[src/rtl/x_demux_ddr_align_alct_pkg.sv]
// Shared definitions for the ALCT DDR alignment back end: FSM state encodings,
// default training words and the pipeline settle length.
package x_demux_ddr_align_alct_pkg;

    // Alignment FSM states.
    typedef enum logic [2:0] {
        StIdle,
        StSettle,
        StTry,
        StLocked,
        StFail
    } align_state_e;

    // Default training words, 1st and 2nd in time.
    localparam logic [15:0] PAT1ST_DEFAULT = 16'h5A3C;
    localparam logic [15:0] PAT2ND_DEFAULT = 16'hA5C3;

    // Cycles needed to flush slip stage, deepest delay tap and output register.
    function automatic int unsigned settle_len(input int unsigned max_delay);
        return max_delay + 3;
    endfunction

endpackage

[src/rtl/x_delay_tap.sv]
// Programmable whole-cycle delay: MAX_DELAY-deep shift register with a clamped
// tap select. Tap 0 is the undelayed input (combinational pass-through).
module x_delay_tap #(
    parameter int unsigned WIDTH     = 32,
    parameter int unsigned MAX_DELAY = 15,
    parameter int unsigned DLY_W     = 4
) (
    input  logic             clock,
    input  logic             clr_n,
    input  logic [WIDTH-1:0] din,
    input  logic [DLY_W-1:0] delay_sel,
    output logic [WIDTH-1:0] dout
);

    // sr[i] holds din delayed by i+1 cycles.
    logic [WIDTH-1:0] sr [MAX_DELAY];
    logic [DLY_W-1:0] tap;

    // Shift register, cleared on reset.
    always_ff @(posedge clock or negedge clr_n) begin
        if (!clr_n) begin
            for (int i = 0; i < int'(MAX_DELAY); i++) begin
                sr[i] <= '0;
            end
        end else begin
            sr[0] <= din;
            for (int i = 1; i < int'(MAX_DELAY); i++) begin
                sr[i] <= sr[i-1];
            end
        end
    end

    // Clamp out-of-range selects to the deepest tap.
    always_comb begin
        tap = delay_sel;
        if (32'(delay_sel) > MAX_DELAY) begin
            tap = DLY_W'(MAX_DELAY);
        end
    end

    // Tap multiplexer.
    always_comb begin
        dout = din;
        for (int i = 1; i <= int'(MAX_DELAY); i++) begin
            if (32'(tap) == 32'(i)) begin
                dout = sr[i-1];
            end
        end
    end

endmodule

[src/rtl/x_demux_ddr_align_alct.sv]
// ALCT DDR de-multiplexer back end: half-cycle slip (1st/2nd re-pairing) chosen
// by a training-pattern search, programmable whole-cycle delay, output register
// and a saturating mismatch counter once locked.
module x_demux_ddr_align_alct
    import x_demux_ddr_align_alct_pkg::*;
#(
    parameter int unsigned     WIDTH       = 16,
    parameter int unsigned     MAX_DELAY   = 15,
    parameter int unsigned     DLY_W       = 4,
    parameter logic [WIDTH-1:0] PAT1ST     = WIDTH'(PAT1ST_DEFAULT),
    parameter logic [WIDTH-1:0] PAT2ND     = WIDTH'(PAT2ND_DEFAULT),
    parameter int unsigned     LOCK_COUNT  = 64,
    parameter int unsigned     TRY_TIMEOUT = 1024,
    parameter int unsigned     ERR_W       = 16
) (
    input  logic             clock,
    input  logic             clr_n,
    input  logic [WIDTH-1:0] din1st,
    input  logic [WIDTH-1:0] din2nd,
    input  logic [DLY_W-1:0] delay_sel,
    input  logic             train_start,
    input  logic             train_en,
    output logic [WIDTH-1:0] dout1st,
    output logic [WIDTH-1:0] dout2nd,
    output logic             locked,
    output logic             train_fail,
    output logic             slip,
    output logic [ERR_W-1:0] err_cnt
);

    localparam int unsigned SETTLE_LEN = settle_len(MAX_DELAY);
    localparam int unsigned SETTLE_W   = $clog2(SETTLE_LEN + 1);
    localparam int unsigned GOOD_W     = $clog2(LOCK_COUNT + 1);
    localparam int unsigned TMO_W      = $clog2(TRY_TIMEOUT + 1);

    logic [WIDTH-1:0]   hold_q;
    logic [WIDTH-1:0]   s1_q;
    logic [WIDTH-1:0]   s2_q;
    logic [2*WIDTH-1:0] tap_out;

    align_state_e       state;
    logic [SETTLE_W-1:0] settle_cnt;
    logic [GOOD_W-1:0]  good_cnt;
    logic [TMO_W-1:0]   tmo_cnt;

    logic match;
    logic mismatch;

    // Slip stage: with slip set, the previous 2nd word pairs as 1st with the current 1st word.
    always_ff @(posedge clock or negedge clr_n) begin
        if (!clr_n) begin
            hold_q <= '0;
            s1_q   <= '0;
            s2_q   <= '0;
        end else begin
            hold_q <= din2nd;
            if (slip) begin
                s1_q <= hold_q;
                s2_q <= din1st;
            end else begin
                s1_q <= din1st;
                s2_q <= din2nd;
            end
        end
    end

    x_delay_tap #(
        .WIDTH     (2 * WIDTH),
        .MAX_DELAY (MAX_DELAY),
        .DLY_W     (DLY_W)
    ) u_delay_tap (
        .clock     (clock),
        .clr_n     (clr_n),
        .din       ({s1_q, s2_q}),
        .delay_sel (delay_sel),
        .dout      (tap_out)
    );

    // Output register.
    always_ff @(posedge clock or negedge clr_n) begin
        if (!clr_n) begin
            dout1st <= '0;
            dout2nd <= '0;
        end else begin
            dout1st <= tap_out[2*WIDTH-1:WIDTH];
            dout2nd <= tap_out[WIDTH-1:0];
        end
    end

    // Training comparison on the aligned output; nothing is judged while train_en is low.
    always_comb begin
        match    = train_en && (dout1st == PAT1ST) && (dout2nd == PAT2ND);
        mismatch = train_en && !match;
    end

    // Alignment FSM with registered status outputs; train_start overrides everything.
    always_ff @(posedge clock or negedge clr_n) begin
        if (!clr_n) begin
            state      <= StIdle;
            slip       <= 1'b0;
            locked     <= 1'b0;
            train_fail <= 1'b0;
            err_cnt    <= '0;
            settle_cnt <= '0;
            good_cnt   <= '0;
            tmo_cnt    <= '0;
        end else if (train_start) begin
            state      <= StSettle;
            slip       <= 1'b0;
            locked     <= 1'b0;
            train_fail <= 1'b0;
            err_cnt    <= '0;
            settle_cnt <= '0;
            good_cnt   <= '0;
            tmo_cnt    <= '0;
        end else begin
            unique case (state)
                StIdle: begin
                end
                StSettle: begin
                    if (32'(settle_cnt) == SETTLE_LEN - 1) begin
                        state      <= StTry;
                        settle_cnt <= '0;
                        good_cnt   <= '0;
                        tmo_cnt    <= '0;
                    end else begin
                        settle_cnt <= settle_cnt + 1'b1;
                    end
                end
                StTry: begin
                    tmo_cnt <= tmo_cnt + 1'b1;
                    if (match) begin
                        good_cnt <= good_cnt + 1'b1;
                    end else if (mismatch) begin
                        good_cnt <= '0;
                    end
                    // Lock wins over a timeout landing on the same cycle.
                    if (match && (32'(good_cnt) + 32'd1 == LOCK_COUNT)) begin
                        state  <= StLocked;
                        locked <= 1'b1;
                    end else if (32'(tmo_cnt) + 32'd1 == TRY_TIMEOUT) begin
                        if (!slip) begin
                            slip       <= 1'b1;
                            state      <= StSettle;
                            settle_cnt <= '0;
                        end else begin
                            slip       <= 1'b0;
                            train_fail <= 1'b1;
                            state      <= StFail;
                        end
                    end
                end
                StLocked: begin
                    if (mismatch && (err_cnt != '1)) begin
                        err_cnt <= err_cnt + 1'b1;
                    end
                end
                StFail: begin
                end
                default: begin
                    state <= StIdle;
                end
            endcase
        end
    end

endmodule

[config.mk]
export PLATFORM = sky130hd
export DESIGN_NAME = x_demux_ddr_align_alct
export DESIGN_NICKNAME = d
export VERILOG_FILES = /design/src/rtl/x_demux_ddr_align_alct_pkg.sv /design/src/rtl/x_delay_tap.sv /design/src/rtl/x_demux_ddr_align_alct.sv
export SDC_FILE = /design/constraint.sdc
export NUM_CORES = 1
export LEC_CHECK = 0
export ABC_CLOCK_PERIOD_IN_PS = 3400
export CAP_MARGIN = 25
export CELL_PAD_IN_SITES_DETAIL_PLACEMENT = 1
export CELL_PAD_IN_SITES_GLOBAL_PLACEMENT = 2
export CORE_ASPECT_RATIO = 0.9
export CORE_MARGIN = 1.5
export CORE_UTILIZATION = 43
export CTS_CLUSTER_DIAMETER = 80
export DETAILED_ROUTE_END_ITERATION = 7
export PLACE_DENSITY = 0.88
export SLEW_MARGIN = 20
export SYNTH_ARGS = -nofsm -noshare
export SYNTH_HDL_FRONTEND = slang
export SYNTH_HIERARCHICAL = 1
export SYNTH_SLANG_ARGS = --single-unit
[constraint.sdc]
create_clock -name clock -period 3.4 [get_ports clock]
set_input_delay 0.34 -clock clock [delete_from_list [all_inputs] [get_ports clock]]
set_output_delay 0.34 -clock clock [all_outputs]
set_load 0.05 [all_outputs]
# [After elaboration in Yosys (flattened, before gate mapping)]
# Cells that the tools add are included.
[op_classes] addsub=6 eq_ne=33 n_mux=53 n_reduce_logical=23
[op_table] op="2-to-1 mux 32 bit" count=15
[op_table] op="2-to-1 mux 16 bit" count=5
[op_table] op="equality test 4 bit, second input constant" count=8
[op_table] op="2-to-1 mux 7 bit" count=4
[op_table] op="2-to-1 mux 5 bit" count=5
[op_table] op="2-to-1 mux 11 bit" count=2
[op_table] op="one-hot mux 11 bit (2 select lines)" count=1
[op_table] op="adder 16 x 1 -> 16 bit, second input constant" count=1
[op_table] op="equality test 16 x 15 -> 1 bit, second input constant" count=1
[op_table] op="equality test 16 bit, second input constant" count=1
[op_table] op="equality test 4 x 3 -> 1 bit, second input constant" count=4
[op_table] op="inequality test 16 bit, second input constant" count=1
[op_table] op="2-to-1 mux 3 bit" count=5
[op_table] op="one-hot mux 7 bit (2 select lines)" count=1
[op_table] op="2-to-1 mux 1 bit" count=13
[op_table] op="adder 11 x 1 -> 12 bit, second input constant" count=1
[op_table] op="equality test 12 x 11 -> 1 bit, second input constant" count=1
[op_table] op="inequality test 3 bit, second input constant" count=4
[op_table] op="nonzero test 2 bit" count=6
[op_table] op="adder 11 x 1 -> 11 bit, second input constant" count=1
[op_table] op="one-hot mux 5 bit (2 select lines)" count=1
[op_table] op="one-hot mux 3 bit (3 select lines)" count=1
[op_table] op="AND reduction 3 bit" count=3
[op_table] op="adder 7 x 1 -> 8 bit, second input constant" count=1
[op_table] op="other kinds (19)" count=29
[word_totals] register_bits=605 inputBits=40 output_inout_bits=51

# [Longest topological paths before layout]
[logic_depth] depth_word=16 depth_mapped=9 mapped_depth_nobuf=8

# [Modules after synthesis]
# The synthesis kept the hierarchy.
[modules_own_cells] module="x_delay_tap" instances=1 cells_per_inst=1365 area_each_um2=18026.0
[modules_own_cells] module="x_demux_ddr_align_alct" instances=1 cells_per_inst=424 area_each_um2=5088.6

# [Worst setup path before layout]
# Ideal clock, no wire load.
[synth_path] kind="register to register" from="register dout1st[7]" to="register slip" arrival_time_ns=2.537 required_ns=3.275 slack_ns=0.738 stages_incl_launch_ff=7 period_less_slack_ns=2.662 cell_sequence="dfrtp_1 or4b_1 or4_4 nor3_4 nor3b_4 nor3b_1 mux2_4"
[synth_between] elab_chain_len=6
[synth_rtl] element="from (decl)" line="x_demux_ddr_align_alct.sv:23" source="output logic [WIDTH-1:0] dout1st,"
[synth_rtl] element="from (signal assigned)" line="x_demux_ddr_align_alct.sv:85" source="dout1st <= tap_out[2*WIDTH-1:WIDTH];"
[synth_rtl] element="equality test 16 x 15 -> 1 bit" line="x_demux_ddr_align_alct.sv:92" source="match = train_en && (dout1st == PAT1ST) && (dout2nd == PAT2ND);"
[synth_rtl] element="logical AND 1 bit (2 in series)" line="x_demux_ddr_align_alct.sv:92"
[synth_rtl] element="logical AND 1 bit" line="x_demux_ddr_align_alct.sv:138" source="if (match && (32'(good_cnt) + 32'd1 == LOCK_COUNT)) begin"
[synth_rtl] element="inequality test 2 bit (no line)"
[synth_rtl] element="AND reduction 3 bit (no line)"
[synth_rtl] element="to (signal assigned)" line="x_demux_ddr_align_alct.sv:100" source="slip <= 1'b0;"
[synth_rtl] element="to (signal assigned)" line="x_demux_ddr_align_alct.sv:143" source="slip <= 1'b1;"
[synth_rtl] element="to (signal assigned)" line="x_demux_ddr_align_alct.sv:147" source="slip <= 1'b0;"
[synth_rtl] element="to (decl)" line="x_demux_ddr_align_alct.sv:27" source="output logic slip,"
# No other way between the ends.
# A chain may end at the register's enable or synchronous reset.

# [Final worst setup path]
[layout_path] from="register dout1st[7]" to="register settle_cnt[2]"
[layout_between] elab_chain_len=6
[layout_rtl] element="equality test 16 x 15 -> 1 bit" line="x_demux_ddr_align_alct.sv:92"
[layout_rtl] element="logical AND 1 bit (2 in series)" line="x_demux_ddr_align_alct.sv:92"
[layout_rtl] element="logical AND 1 bit" line="x_demux_ddr_align_alct.sv:138"
[layout_rtl] element="inequality test 3 bit (no line)"
[layout_rtl] element="AND reduction 4 bit (no line)"
[layout_rtl] element="to (signal assigned)" line="x_demux_ddr_align_alct.sv:127" source="settle_cnt <= settle_cnt + 1'b1;"
[layout_rtl] element="to (decl)" line="x_demux_ddr_align_alct.sv:42" source="logic [SETTLE_W-1:0] settle_cnt;"
# No other way between the ends.

==> flow_metrics.tcl <==
set metrics [dict create \
    outcome "finished, final reports clean" \
    async_reset_ff_share_pct 100.0 \
    fin_nets 1928 \
    cp.arrival_ns 3.38 \
    rows 80 \
    fin_crit_ns 2.876 \
    drt-initial-drc-count 1236 \
    synth_edf_count 0 \
    fin_cells 2629 \
    wl_um 64560 \
    ios 91 \
    syn-cell-area_mm2 0.02311 \
    synthCells 1789 \
    io_buffers 90 \
    synthTopCellsByArea "dfrtp_1 (65%), mux2_2 (3.0%), a21oi_1 (2.5%), mux2i_1 (2.3%), mux4_2 (2.1%)" \
    postSynthAreaPerCell_um2 12.92 \
    slew_violations 0 \
    skew_ns 0.02033 \
    place_hpwl_um 41640 \
    tns_ns 0 \
    crit_path_max_fanout 11 \
    drt-vias-per-instance 5.882 \
    synth-seq-area-share_pct 65.50 \
    p_per_area_mw_per_mm2 616.6 \
    start_util_pct 43.57 \
    synth_warnings 6 \
    final.period_utilization_pct 84.59 \
    root_buffer "clkbuf_16" \
    grt_overflow 0 \
    start_kind "flip-flop" \
    cts_sinks 605 \
    cts_buffers 60 \
    antennaDiodeCount 0 \
    ant_nets 0 \
    grt_pass1_wl_um 101300 \
    dr.pass1.iters 5 \
    fmax_mhz 347.7 \
    cts_buffer_depth 3 \
    crit_required_ns 3.91 \
    end_kind "flip-flop" \
    finalSetupViolCount 0 \
    core_area_mm2 0.05305 \
    whs_ns 0.1768 \
    cts_max_level 2 \
    slowest_stage "or4_1" \
    rsz0062_at_grt "false" \
    criticalPathCategory "reg2reg" \
    num_vias 15460 \
    dieArea_mm2 0.05516 \
    post_cts_buffers 0 \
    vdd_ir_drop_max_mv 0.4008 \
    dpl_cell_area_mm2 0.02476 \
    synth_ff_type "dfrtp_1" \
    slew_headroom_pct 34.09 \
    fillCellCount 5366 \
    wl_per_cell_um 24.56 \
    maxCapViolations 0 \
    grt.total_usage_pct 23.85 \
    total_leakage_power_nw 11.40 \
    final_cell_mix "dfrtp_1 (604), a21oi_1 (115), nor2_1 (105)" \
    synth_top_cell_by_area "dfrtp_1" \
    antenna_found_initial 1 \
    clk_latency_ns 0.63 \
    worst_pin_slew_ns 0.9886 \
    final_cell_area_mm2 0.02698 \
    drcViolationCount 0 \
    cts_tree "yes" \
    dieWidth_um 247.4 \
    synth.net_count 1835 \
    final_layout_size_suffix_gt1_share_pct 14.13 \
    slowest_delay_ns 0.68 \
    layout_commonest_cell "dfrtp_1" \
    hold_viol_final 0 \
    total_power_mw 16.64 \
    yosysUniqueCellTypes 83 \
    hp-class "in2reg" \
    cp_cell_sequence "or4b_1 -> or4_4 -> or4_1 -> nor3_2 -> a211o_2 -> o22ai_1" \
    netlist.area_leader.share_pct 65.50 \
    clkTransAtPathRegs_ns 0.06 \
    dp.cells 2516 \
    die_y_um 223.0 \
    ys_seq_elements 605 \
    grt_max_degree 134 \
    routabilityCongestion 0.8039 \
    first_global_vias 16890 \
    area_delta_synth_final_pct 16.72 \
]
[power breakdown]
group / internal, mW / leakage (nW) / switching [mW] / total, mW
sequential: 7.58 / 7.15 / 0.283 / 7.87
combinational: 0.537 / 3.15 / 0.996 / 1.53
clock: 4.39 / 1.10 / 2.85 / 7.24
total: 12.5 / 11.4 / 4.13 / 16.6
[path summary, 6_finish.rpt]
path / slack [ns] / cells past startpoint / end / from
max reg2reg: 0.52 / 6 / settle_cnt[2] / dout1st[7]
max: 0.52 / 6 / settle_cnt[2] / dout1st[7]
min: 0.18 / 1 / hold_q[2] / din2nd[2]
max in group asynchronous: 1.95 / 3 / slip / clr_n
min in group asynchronous: 0.28 / 2 / u_delay_tap/sr[94] / clr_n
min reg2reg: 0.37 / 0 / u_delay_tap/sr[60] / u_delay_tap/sr[92]
[through the flow]
| stage | setup WS (ns) | util, % |
|---|---|---|
| 4_1_cts | 0.5187 | 50.85 |
| 3_3_place_gp | 0.5451 | 46.68 |
| 3_5_place_dp | 0.5319 | 46.68 |
| 6_report | 0.5240 | 50.85 |
| 5_1_grt | 0.4154 | 50.85 |
| 2_1_floorplan | 0.7382 | - |
[Yosys cell counts, drive strengths merged (4+ instances only)]
master	instances
o31ai	4
nor3b	7
or4	4
and3	8
a2bb2oi	13
nand2	101
o21a	9
nand2b	17
dfrtp	605
o21bai	6
o221ai	35
nor4	6
o2bb2ai	6
o311a	5
ha	6
a21oi	117
a211oi	18
a221oi	19
nand3	20
inv	19
mux2i	52
mux2	62
clkbuf	40
nor2b	28
o21ai	104
nor3	26
nand4	7
o2111a	7
xnor2	16
or3	22
and2	6
a21o	9
o22a	5
mux4	22
o211ai	22
a21boi	5
nor2	106
a22o	16
o22ai	45
a22oi	28
a31oi	8
buf	83
a211o	6
[metal layers]
metal  global-route usage, %  up-vias  share of wire, %
li1                        -     6722                 -
met5                       0        -                 0
met4                   6.882        0               2.4
met2                   38.17      379                48
met3                   4.391       93               5.1
met1                   33.32     8269                44
[logic make-up after synthesis]
logic type | synth area share, %
xor gates and xnor gates | 0.6441
DFF | 65.50
adders and majority gates | 0.3248
muxes | 7.432
buffers and inverters | 3.372
AOI/OAI and AO/OA | 14.63
and+or+nand+nor | 8.098
[sequential cells by signal, summed over array words and instances (netlist names)]
signal / cells
dout1st: 16
dout2nd: 16
err_cnt: 16
good_cnt: 7
hold_q: 16
locked: 1
s1_q: 16
s2_q: 16
settle_cnt: 5
slip: 1
state: 3
tmo_cnt: 11
train_fail: 1
u_delay_tap/sr: 480
[what timing repair did]
item | 4_1_cts | 5_1_grt
hold buffers | 1 | 0
gates resized for setup | 0 | 0
hold endpoints to repair | 56 | 0
[area by class of cell]
type	count	area, µm²	share of cell area [%]
Clock buffer	88	1859	6.892
Multi-Input combinational cell	1041	7198	26.68
Sequential cell	605	15140	56.12
Timing Repair Buffer	154	1486	5.510
Clock inverter	24	346.6	1.285
Tap cell	697	872.1	3.233
Inverter	20	75.07	0.2783
[worst max-delay path: cells and delay by family (launching register included)]
kind	cells	cell delay, ns
AND/OR/NAND/NOR	4	2.12
flip-flops	1	0.38
AO/OA/AOI/OAI	2	0.25
No activity file was read; power rests on OpenSTA's default activity.
